==> src/rtl/chord_stream_top.sv <==
// rtl/chord_stream_top.sv - backpressure-capable CORDIC vectoring accelerator top
//
// Purpose: accepts packed {y, x} operands with a ready/valid handshake, runs
// them through a fixed-latency, non-stallable CORDIC vectoring pipeline and
// buffers results in a FIFO. The bus side sees the FIFO head through a
// first-word-fall-through output register. A credit counter (inflight) keeps
// inflight + fifo_level <= FIFO_DEPTH, so the pipeline always has a FIFO slot
// for each result it produces.
//
// Optional feature macro: CHORD_STREAM_PERF_EN (adds saturating perf counters).
//
// Ports:
//   clk                 in   single clock
//   reset               in   synchronous, active-low reset
//   in_interface        in   32  operand word {y[31:16], x[15:0]} (two's complement)
//   valid_in_interface  in   1   operand valid
//   ready_in_interface  out  1   block can accept an operand
//   out_interface       out  32  result word {angle[31:16], magnitude[15:0]}
//   valid_out_interface out  1   result valid
//   ready_out_interface in   1   consumer accepts the result
//   fifo_level          out  $clog2(FIFO_DEPTH)+1  FIFO occupancy
//   overflow_err        out  1   sticky: FIFO write while full (unreachable)
//   perf_accept_cnt     out  32  (CHORD_STREAM_PERF_EN) accepted operands
//   perf_stall_cnt      out  32  (CHORD_STREAM_PERF_EN) valid_in && !ready_in cycles
//   perf_hold_cnt       out  32  (CHORD_STREAM_PERF_EN) valid_out && !ready_out cycles

module chord_stream_top #(
   parameter int INPUT_WIDTH          = 16,
   parameter int OUTPUT_WIDTH         = 16,
   parameter int ITERATION_NUMBER     = 6,
   parameter int ITERATION_WORD_WIDTH = 32,
   parameter int FLIP_FLAG_WIDTH      = 1,
   parameter int PIPE_LATENCY         = 8,
   parameter int FIFO_DEPTH           = 16
) (
   input  logic                            clk,
   input  logic                            reset,
   input  logic [31:0]                     in_interface,
   input  logic                            valid_in_interface,
   output logic                            ready_in_interface,
   output logic [31:0]                     out_interface,
   output logic                            valid_out_interface,
   input  logic                            ready_out_interface,
   output logic [$clog2(FIFO_DEPTH):0]     fifo_level,
   output logic                            overflow_err
`ifdef CHORD_STREAM_PERF_EN
   ,
   output logic [31:0]                     perf_accept_cnt,
   output logic [31:0]                     perf_stall_cnt,
   output logic [31:0]                     perf_hold_cnt
`endif
);

   localparam int AW = $clog2(FIFO_DEPTH);
   localparam int LW = AW + 1;
   localparam int W  = ITERATION_WORD_WIDTH;

   logic signed [W-1:0]        op_x, op_y;
   logic signed [W-1:0]        pipe_x, pipe_z;
   logic [FLIP_FLAG_WIDTH-1:0] pipe_flip;
   logic                       pipe_valid;
   logic [31:0]                res_word;

   logic [LW-1:0] inflight;
   logic [AW-1:0] wr_ptr, rd_ptr;
   logic [31:0]   mem [FIFO_DEPTH];
   logic          accept, pop, full, wr_en;
   logic          unused_pipe_bits;

   // Credits: every accepted operand owns a FIFO slot until it is popped.
   assign ready_in_interface = reset &&
      (({1'b0, inflight} + {1'b0, fifo_level}) < (LW+1)'(FIFO_DEPTH));
   assign accept = valid_in_interface && ready_in_interface;
   assign pop    = valid_out_interface && ready_out_interface;
   assign full   = (fifo_level == LW'(FIFO_DEPTH));
   // A write into a full FIFO is legal only when the head leaves the same cycle.
   assign wr_en  = pipe_valid && (!full || pop);

   interface_input #(
      .INPUT_WIDTH (INPUT_WIDTH),
      .W           (W)
   ) u_interface_input (
      .in_word (in_interface),
      .x       (op_x),
      .y       (op_y)
   );

   pipeline #(
      .ITERATION_NUMBER     (ITERATION_NUMBER),
      .ITERATION_WORD_WIDTH (W),
      .FLIP_FLAG_WIDTH      (FLIP_FLAG_WIDTH),
      .PIPE_LATENCY         (PIPE_LATENCY)
   ) u_pipeline (
      .clk       (clk),
      .reset     (reset),
      .valid_in  (accept),
      .x_in      (op_x),
      .y_in      (op_y),
      .valid_out (pipe_valid),
      .x_out     (pipe_x),
      .z_out     (pipe_z),
      .flip_out  (pipe_flip)
   );

   interface_output #(
      .OUTPUT_WIDTH (OUTPUT_WIDTH)
   ) u_interface_output (
      .mag      (pipe_x[OUTPUT_WIDTH-1:0]),
      .angle    (pipe_z[OUTPUT_WIDTH-1:0]),
      .flip     (pipe_flip[0]),
      .out_word (res_word)
   );

   assign unused_pipe_bits = ^{pipe_x[W-1:OUTPUT_WIDTH], pipe_z[W-1:OUTPUT_WIDTH]};

   always_ff @(posedge clk) begin
      if (wr_en) begin
         mem[wr_ptr] <= res_word;
      end
   end

   always_ff @(posedge clk) begin
      if (!reset) begin
         inflight            <= '0;
         wr_ptr              <= '0;
         rd_ptr              <= '0;
         fifo_level          <= '0;
         overflow_err        <= 1'b0;
         valid_out_interface <= 1'b0;
         out_interface       <= '0;
      end else begin
         inflight   <= inflight + LW'(accept) - LW'(pipe_valid);
         wr_ptr     <= wr_ptr + AW'(wr_en);
         rd_ptr     <= rd_ptr + AW'(pop);
         fifo_level <= fifo_level + LW'(wr_en) - LW'(pop);
         if (pipe_valid && full && !pop) begin
            overflow_err <= 1'b1;
         end
         // The output register mirrors the FIFO head; the entry stays counted
         // in fifo_level until the consumer pops it. Only entries already in
         // memory before this edge are eligible, so a same-cycle write is
         // picked up one cycle later.
         if (!valid_out_interface || pop) begin
            if (fifo_level > LW'(pop)) begin
               out_interface       <= mem[rd_ptr + AW'(pop)];
               valid_out_interface <= 1'b1;
            end else begin
               valid_out_interface <= 1'b0;
            end
         end
      end
   end

`ifdef CHORD_STREAM_PERF_EN
   always_ff @(posedge clk) begin
      if (!reset) begin
         perf_accept_cnt <= '0;
         perf_stall_cnt  <= '0;
         perf_hold_cnt   <= '0;
      end else begin
         if (accept && (perf_accept_cnt != '1)) begin
            perf_accept_cnt <= perf_accept_cnt + 32'd1;
         end
         if (valid_in_interface && !ready_in_interface && (perf_stall_cnt != '1)) begin
            perf_stall_cnt <= perf_stall_cnt + 32'd1;
         end
         if (valid_out_interface && !ready_out_interface && (perf_hold_cnt != '1)) begin
            perf_hold_cnt <= perf_hold_cnt + 32'd1;
         end
      end
   end
`endif

endmodule

// Operand unpack: {y, x} two's complement, sign-extended to the iteration word.
module interface_input #(
   parameter int INPUT_WIDTH = 16,
   parameter int W           = 32
) (
   input  logic [31:0]         in_word,
   output logic signed [W-1:0] x,
   output logic signed [W-1:0] y
);
   assign x = {{(W-INPUT_WIDTH){in_word[INPUT_WIDTH-1]}}, in_word[INPUT_WIDTH-1:0]};
   assign y = {{(W-INPUT_WIDTH){in_word[2*INPUT_WIDTH-1]}}, in_word[2*INPUT_WIDTH-1:INPUT_WIDTH]};
endmodule

// Fixed-latency vectoring CORDIC. Stage 0 captures, stage 1 folds the left
// half-plane onto the right (flip flag = +180 degrees), stages 2.. run the
// micro-rotations, any remaining stages only delay. Needs
// PIPE_LATENCY >= ITERATION_NUMBER + 2. Angles are in units of 1/65536 turn.
module pipeline #(
   parameter int ITERATION_NUMBER     = 6,
   parameter int ITERATION_WORD_WIDTH = 32,
   parameter int FLIP_FLAG_WIDTH      = 1,
   parameter int PIPE_LATENCY         = 8
) (
   input  logic                                   clk,
   input  logic                                   reset,
   input  logic                                   valid_in,
   input  logic signed [ITERATION_WORD_WIDTH-1:0] x_in,
   input  logic signed [ITERATION_WORD_WIDTH-1:0] y_in,
   output logic                                   valid_out,
   output logic signed [ITERATION_WORD_WIDTH-1:0] x_out,
   output logic signed [ITERATION_WORD_WIDTH-1:0] z_out,
   output logic [FLIP_FLAG_WIDTH-1:0]             flip_out
);
   localparam int W = ITERATION_WORD_WIDTH;

   logic [PIPE_LATENCY-1:0]    v;
   logic signed [W-1:0]        xs [PIPE_LATENCY];
   logic signed [W-1:0]        ys [PIPE_LATENCY];
   logic signed [W-1:0]        zs [PIPE_LATENCY];
   logic [FLIP_FLAG_WIDTH-1:0] fs [PIPE_LATENCY];

   function automatic int atan_lut(input int i);
      case (i)
         0:  return 8192;
         1:  return 4836;
         2:  return 2555;
         3:  return 1297;
         4:  return 651;
         5:  return 326;
         6:  return 163;
         7:  return 81;
         8:  return 41;
         9:  return 20;
         10: return 10;
         11: return 5;
         12: return 3;
         13: return 1;
         14: return 1;
         default: return 0;
      endcase
   endfunction

   always_ff @(posedge clk) begin
      if (!reset) begin
         v <= '0;
      end else begin
         v <= {v[PIPE_LATENCY-2:0], valid_in};
      end
   end

   always_ff @(posedge clk) begin
      xs[0] <= x_in;
      ys[0] <= y_in;
      zs[0] <= '0;
      fs[0] <= '0;
      if (xs[0][W-1]) begin
         xs[1] <= -xs[0];
         ys[1] <= -ys[0];
         fs[1] <= FLIP_FLAG_WIDTH'(1);
      end else begin
         xs[1] <= xs[0];
         ys[1] <= ys[0];
         fs[1] <= '0;
      end
      zs[1] <= zs[0];
      for (int s = 2; s < PIPE_LATENCY; s++) begin
         fs[s] <= fs[s-1];
         if (s - 2 < ITERATION_NUMBER) begin
            // Rotate toward the x axis: y >= 0 rotates clockwise.
            if (!ys[s-1][W-1]) begin
               xs[s] <= xs[s-1] + (ys[s-1] >>> (s-2));
               ys[s] <= ys[s-1] - (xs[s-1] >>> (s-2));
               zs[s] <= zs[s-1] + W'(atan_lut(s-2));
            end else begin
               xs[s] <= xs[s-1] - (ys[s-1] >>> (s-2));
               ys[s] <= ys[s-1] + (xs[s-1] >>> (s-2));
               zs[s] <= zs[s-1] - W'(atan_lut(s-2));
            end
         end else begin
            xs[s] <= xs[s-1];
            ys[s] <= ys[s-1];
            zs[s] <= zs[s-1];
         end
      end
   end

   assign valid_out = v[PIPE_LATENCY-1];
   assign x_out     = xs[PIPE_LATENCY-1];
   assign z_out     = zs[PIPE_LATENCY-1];
   assign flip_out  = fs[PIPE_LATENCY-1];
endmodule

// Result pack: {angle, magnitude}; the flip flag adds half a turn.
module interface_output #(
   parameter int OUTPUT_WIDTH = 16
) (
   input  logic [OUTPUT_WIDTH-1:0] mag,
   input  logic [OUTPUT_WIDTH-1:0] angle,
   input  logic                    flip,
   output logic [31:0]             out_word
);
   localparam logic [OUTPUT_WIDTH-1:0] HALF_TURN = OUTPUT_WIDTH'(1) << (OUTPUT_WIDTH-1);

   assign out_word = 32'({angle + (flip ? HALF_TURN : '0), mag});
endmodule

==> config.mk <==
export PLATFORM = sky130hd
export DESIGN_NAME = chord_stream_top
export DESIGN_NICKNAME = d
export VERILOG_FILES = /design/src/rtl/chord_stream_top.sv
export SDC_FILE = /design/constraint.sdc
export NUM_CORES = 2
export LEC_CHECK = 0
export CORE_UTILIZATION = 50
export CTS_CLUSTER_SIZE = 24
export DETAILED_ROUTE_END_ITERATION = 8
export MAX_ROUTING_LAYER = met4
export PLACE_DENSITY_LB_ADDON = 0.25
export SLEW_MARGIN = 25
export SYNTH_ARGS = -nofsm -noshare
export SYNTH_HDL_FRONTEND = slang
export SYNTH_SLANG_ARGS = --single-unit
==> constraint.sdc <==
create_clock -name clk -period 5.2 [get_ports clk]
set_input_delay 0.78 -clock clk [delete_from_list [all_inputs] [get_ports clk]]
set_output_delay 0.78 -clock clk [all_outputs]
set_load 0.01 [all_outputs]
==> flow_metrics.py <==
metrics = {
    "run_status": {
        "status": "completed",
    },
    "clock_tree": {
        "htreeDepth": 3,
        "hold_buffers": 0,
        "cts_resized": 0,
        "ctsRootBufferMaster": "clkbuf_16",
        "cts_sinks": 1026,
        "cts_made_buffers": 105,
        "cts.clk_slew.worst_paths_ns": 0.06,
        "post_cts_buffers": 0,
        "cts_tree": "yes",
        "clock_path_buffers": 3,
        "clk_latency_ns": 0.70,
    },
    "min_path": {
        "min_path_type": "register to register",
        "hold_depth": 0,
    },
    "flow_run": {
        "cap_violations": 0,
    },
    "route": {
        "wl_per_cell_um": 19.3,
        "drc": 0,
        "drt-total-wl_mm": 128,
        "dr.pass1.iters": 5,
        "vias_per_cell": 5.69,
        "vias": 37600,
        "drt_iter0_drc": 2541,
        "ant_nets": 0,
    },
    "floorplan": {
        "die_h_um": 333,
        "ios": 76,
        "rows": 121,
        "fp.dieW_um": 333,
        "dieArea_mm2": 0.111,
        "core-area_mm2": 0.109,
        "start_util_pct": 50.4,
    },
    "synth": {
        "synth_common_cells": "530 x dfxtp_1, 496 x edfxtp_1, 447 x ha_1",
        "muxShareOfSynthArea_pct": 7.34,
        "syn_area_mm2": 0.0549,
        "yosysTopAreaCellShare_pct": 27.1,
        "ys_seq_area_share_pct": 46.5,
        "synth-simple-area-share_pct": 10.5,
        "ys_ff_latch": 1026,
        "synth_top_area_cell": "edfxtp_1",
        "synth_top_family_by_area": "compound AO/OA/AOI/OAI gates",
        "syn_area_per_cell_um2": 11.0,
        "synth_cells": 4984,
        "synth-edff-count": 496,
        "synth_compound_area_share_pct": 13.1,
        "synth.distinct_cells": 86,
        "synth_top_flop_cell": "dfxtp_1",
        "synthAdderAreaFrac_pct": 10.8,
        "yosysMostFrequentCell": "dfxtp_1",
        "async_flop_share_pct": 0,
        "yosysWarnings": 0,
        "synth_xor_area_share_pct": 9.01,
        "synth_area_leaders": "edfxtp_1 27%, dfxtp_1 19%, ha_1 10%, mux4_2 6.4%, xnor2_1 5.8%",
    },
    "sta": {
        "finalClockSkew_ns": 0.0338,
        "timing.final.crit_share_pct": 89.1,
        "hold_viol": 0,
        "drv_slew": 0,
        "period_needed_ns": 4.63,
        "setup_violations": 0,
        "worstMarginPinSlew_ns": 1.02,
        "rsz0062_at_grt": "no",
        "fmax_mhz": 216,
        "relSlewSlack_pct": 32.0,
        "setup_tns_ns": 0,
    },
    "worst_setup_path": {
        "cp-start-kind": "register",
        "crit_fanout": 4,
        "cp_data_arrival_time_ns": 5.21,
        "crit_slowest_cell": "or4_1",
        "path_delay_family": "simple AND/OR/NAND/NOR gates",
        "crit_chain": "or4_1 > nor4_1 > nand2_1 > nor2_1 > nand2_1 > nor2_1 > nand2_1 > nor2_1 > a21oi_1 > xor2_1 > ha_1 > a21oi_1 > nor2b_1 > o21ai_0 > nand2b_1 > a21o_1 > a211oi_1 > o31ai_1 > a21oi_1 > xnor2_1",
        "r2r_cells": 20,
        "critPathBufInv": 0,
        "cp.required_ns": 5.78,
        "crit_path_end_kind": "register",
        "cp_slowest_stage_delay_ns": 0.60,
        "crit_type": "register to register",
        "cp.depth": 20,
    },
    "grt": {
        "antenna_found_initial": 1,
        "grt.total_usage_pct": 23.5,
        "grt_max_degree": 60,
        "grt_pass1_wl_mm": 202,
        "grt_remaining_overflow": 0,
        "grt_pass1_vias": 36400,
    },
    "placement": {
        "post-dp-hpwl_mm": 92.5,
        "place_congestion": 0.922,
        "io_buffers": 75,
    },
    "layout": {
        "regArea_mm2": 0.0255,
        "fillers": 9165,
        "layout-drive-gt1-share_pct": 8.67,
        "nets": 5604,
        "synthToLayoutAreaGrowth_pct": 11.3,
        "antenna_cells": 0,
        "multiInputGateArea_mm2": 0.0281,
    },
}
## through the flow
stage	util (%)	hold slack [ns]	worst slack, ns	instances	instance area [um2]
2_1_floorplan	-	0.310	1.17	4999	54900
3_3_place_gp	52.9	0.312	0.652	6410	57600
3_5_place_dp	52.9	0.318	0.679	6410	57600
4_1_cts	56.1	0.315	0.660	6607	61100
5_1_grt	56.1	0.327	0.112	6607	61100
6_report	56.1	0.312	0.569	6607	61100
## sequential cells by signal (all words and copies together), names as in the netlist
register	count
mem	496
u_pipeline.xs	208
u_pipeline.ys	192
u_pipeline.zs	63
out_interface	32
u_pipeline.v	8
u_pipeline.fs	7
fifo_level	5
inflight	5
rd_ptr	4
wr_ptr	4
overflow_err	1
valid_out_interface	1
## metal layers
| layer | track usage, % | share of wire (%) |
|---|---|---|
| met5 | - | 0 |
| met4 | 6.67 | 2.7 |
| met3 | 2.72 | 4.2 |
| met2 | 40.9 | 50 |
| met1 | 28.7 | 43 |
## layout by cell type (no fill, tap or decap), types with 48 or more instances in the layout
cell,Yosys,layout
ha_1,447,445
inv_1,261,261
nand2_1,184,184
nand3_1,70,70
nor2b_1,96,95
clkdlybuf4s50_1,0,74
a21o_1,131,131
buf_4,2,50
a21oi_1,421,421
dfxtp_1,530,525
edfxtp_1,496,496
nor3_1,115,111
mux2i_1,48,48
nand2b_1,57,57
clkbuf_16,0,105
xor2_1,200,199
nor2_1,405,393
xnor2_1,365,364
mux4_2,155,155
o21ai_0,216,216
## path summary, 6_finish.rpt
path / from / endpoint / slack (ns)
worst max-delay path: u_pipeline.xs[2][6] / u_pipeline.ys[3][31] / 0.57
worst min-delay path: u_pipeline.fs[1][0] / u_pipeline.fs[1][1] / 0.31
worst max register to register: u_pipeline.xs[2][6] / u_pipeline.ys[3][31] / 0.57
worst min register to register: u_pipeline.fs[1][0] / u_pipeline.fs[1][1] / 0.31
## cells by family (layout without fill, tap and decap cells)
| kind of cell | count (synthesis) | after routing |
|---|---|---|
| multiplexers | 208 | 208 |
| AO/OA/AOI/OAI | 1139 | 1139 |
| buffers and inverters | 398 | 592 |
| adder cells (fa/ha/maj) | 465 | 465 |
| XOR/XNOR | 565 | 565 |
| other | 1 | 16 |
| AND/OR/NAND/NOR | 1182 | 1182 |
| flip-flops | 1026 | 1026 |
## worst register-to-register path: cells and delay by family (launching register included)
kind,cells,cell delay (ns)
AND/OR/NAND/NOR,10,2.31
AO/OA/AOI/OAI,7,1.29
flip-flops,1,0.33
XOR/XNOR,2,0.30
adder cells (fa/ha/maj),1,0.29
## area by class of cell
| type | count | share of cell area [%] |
|---|---|---|
| clock buffer | 142 | 4.72 |
| clock inverter | 55 | 1.01 |
| inverter | 265 | 1.63 |
| multi-input combinational | 3575 | 46.0 |
| sequential | 1026 | 41.8 |
| tap | 1414 | 2.90 |
| timing repair buffer | 130 | 2.00 |
Power is not shown: default switching activity piles up to over one toggle a cycle in this logic, so the estimate is an artifact.
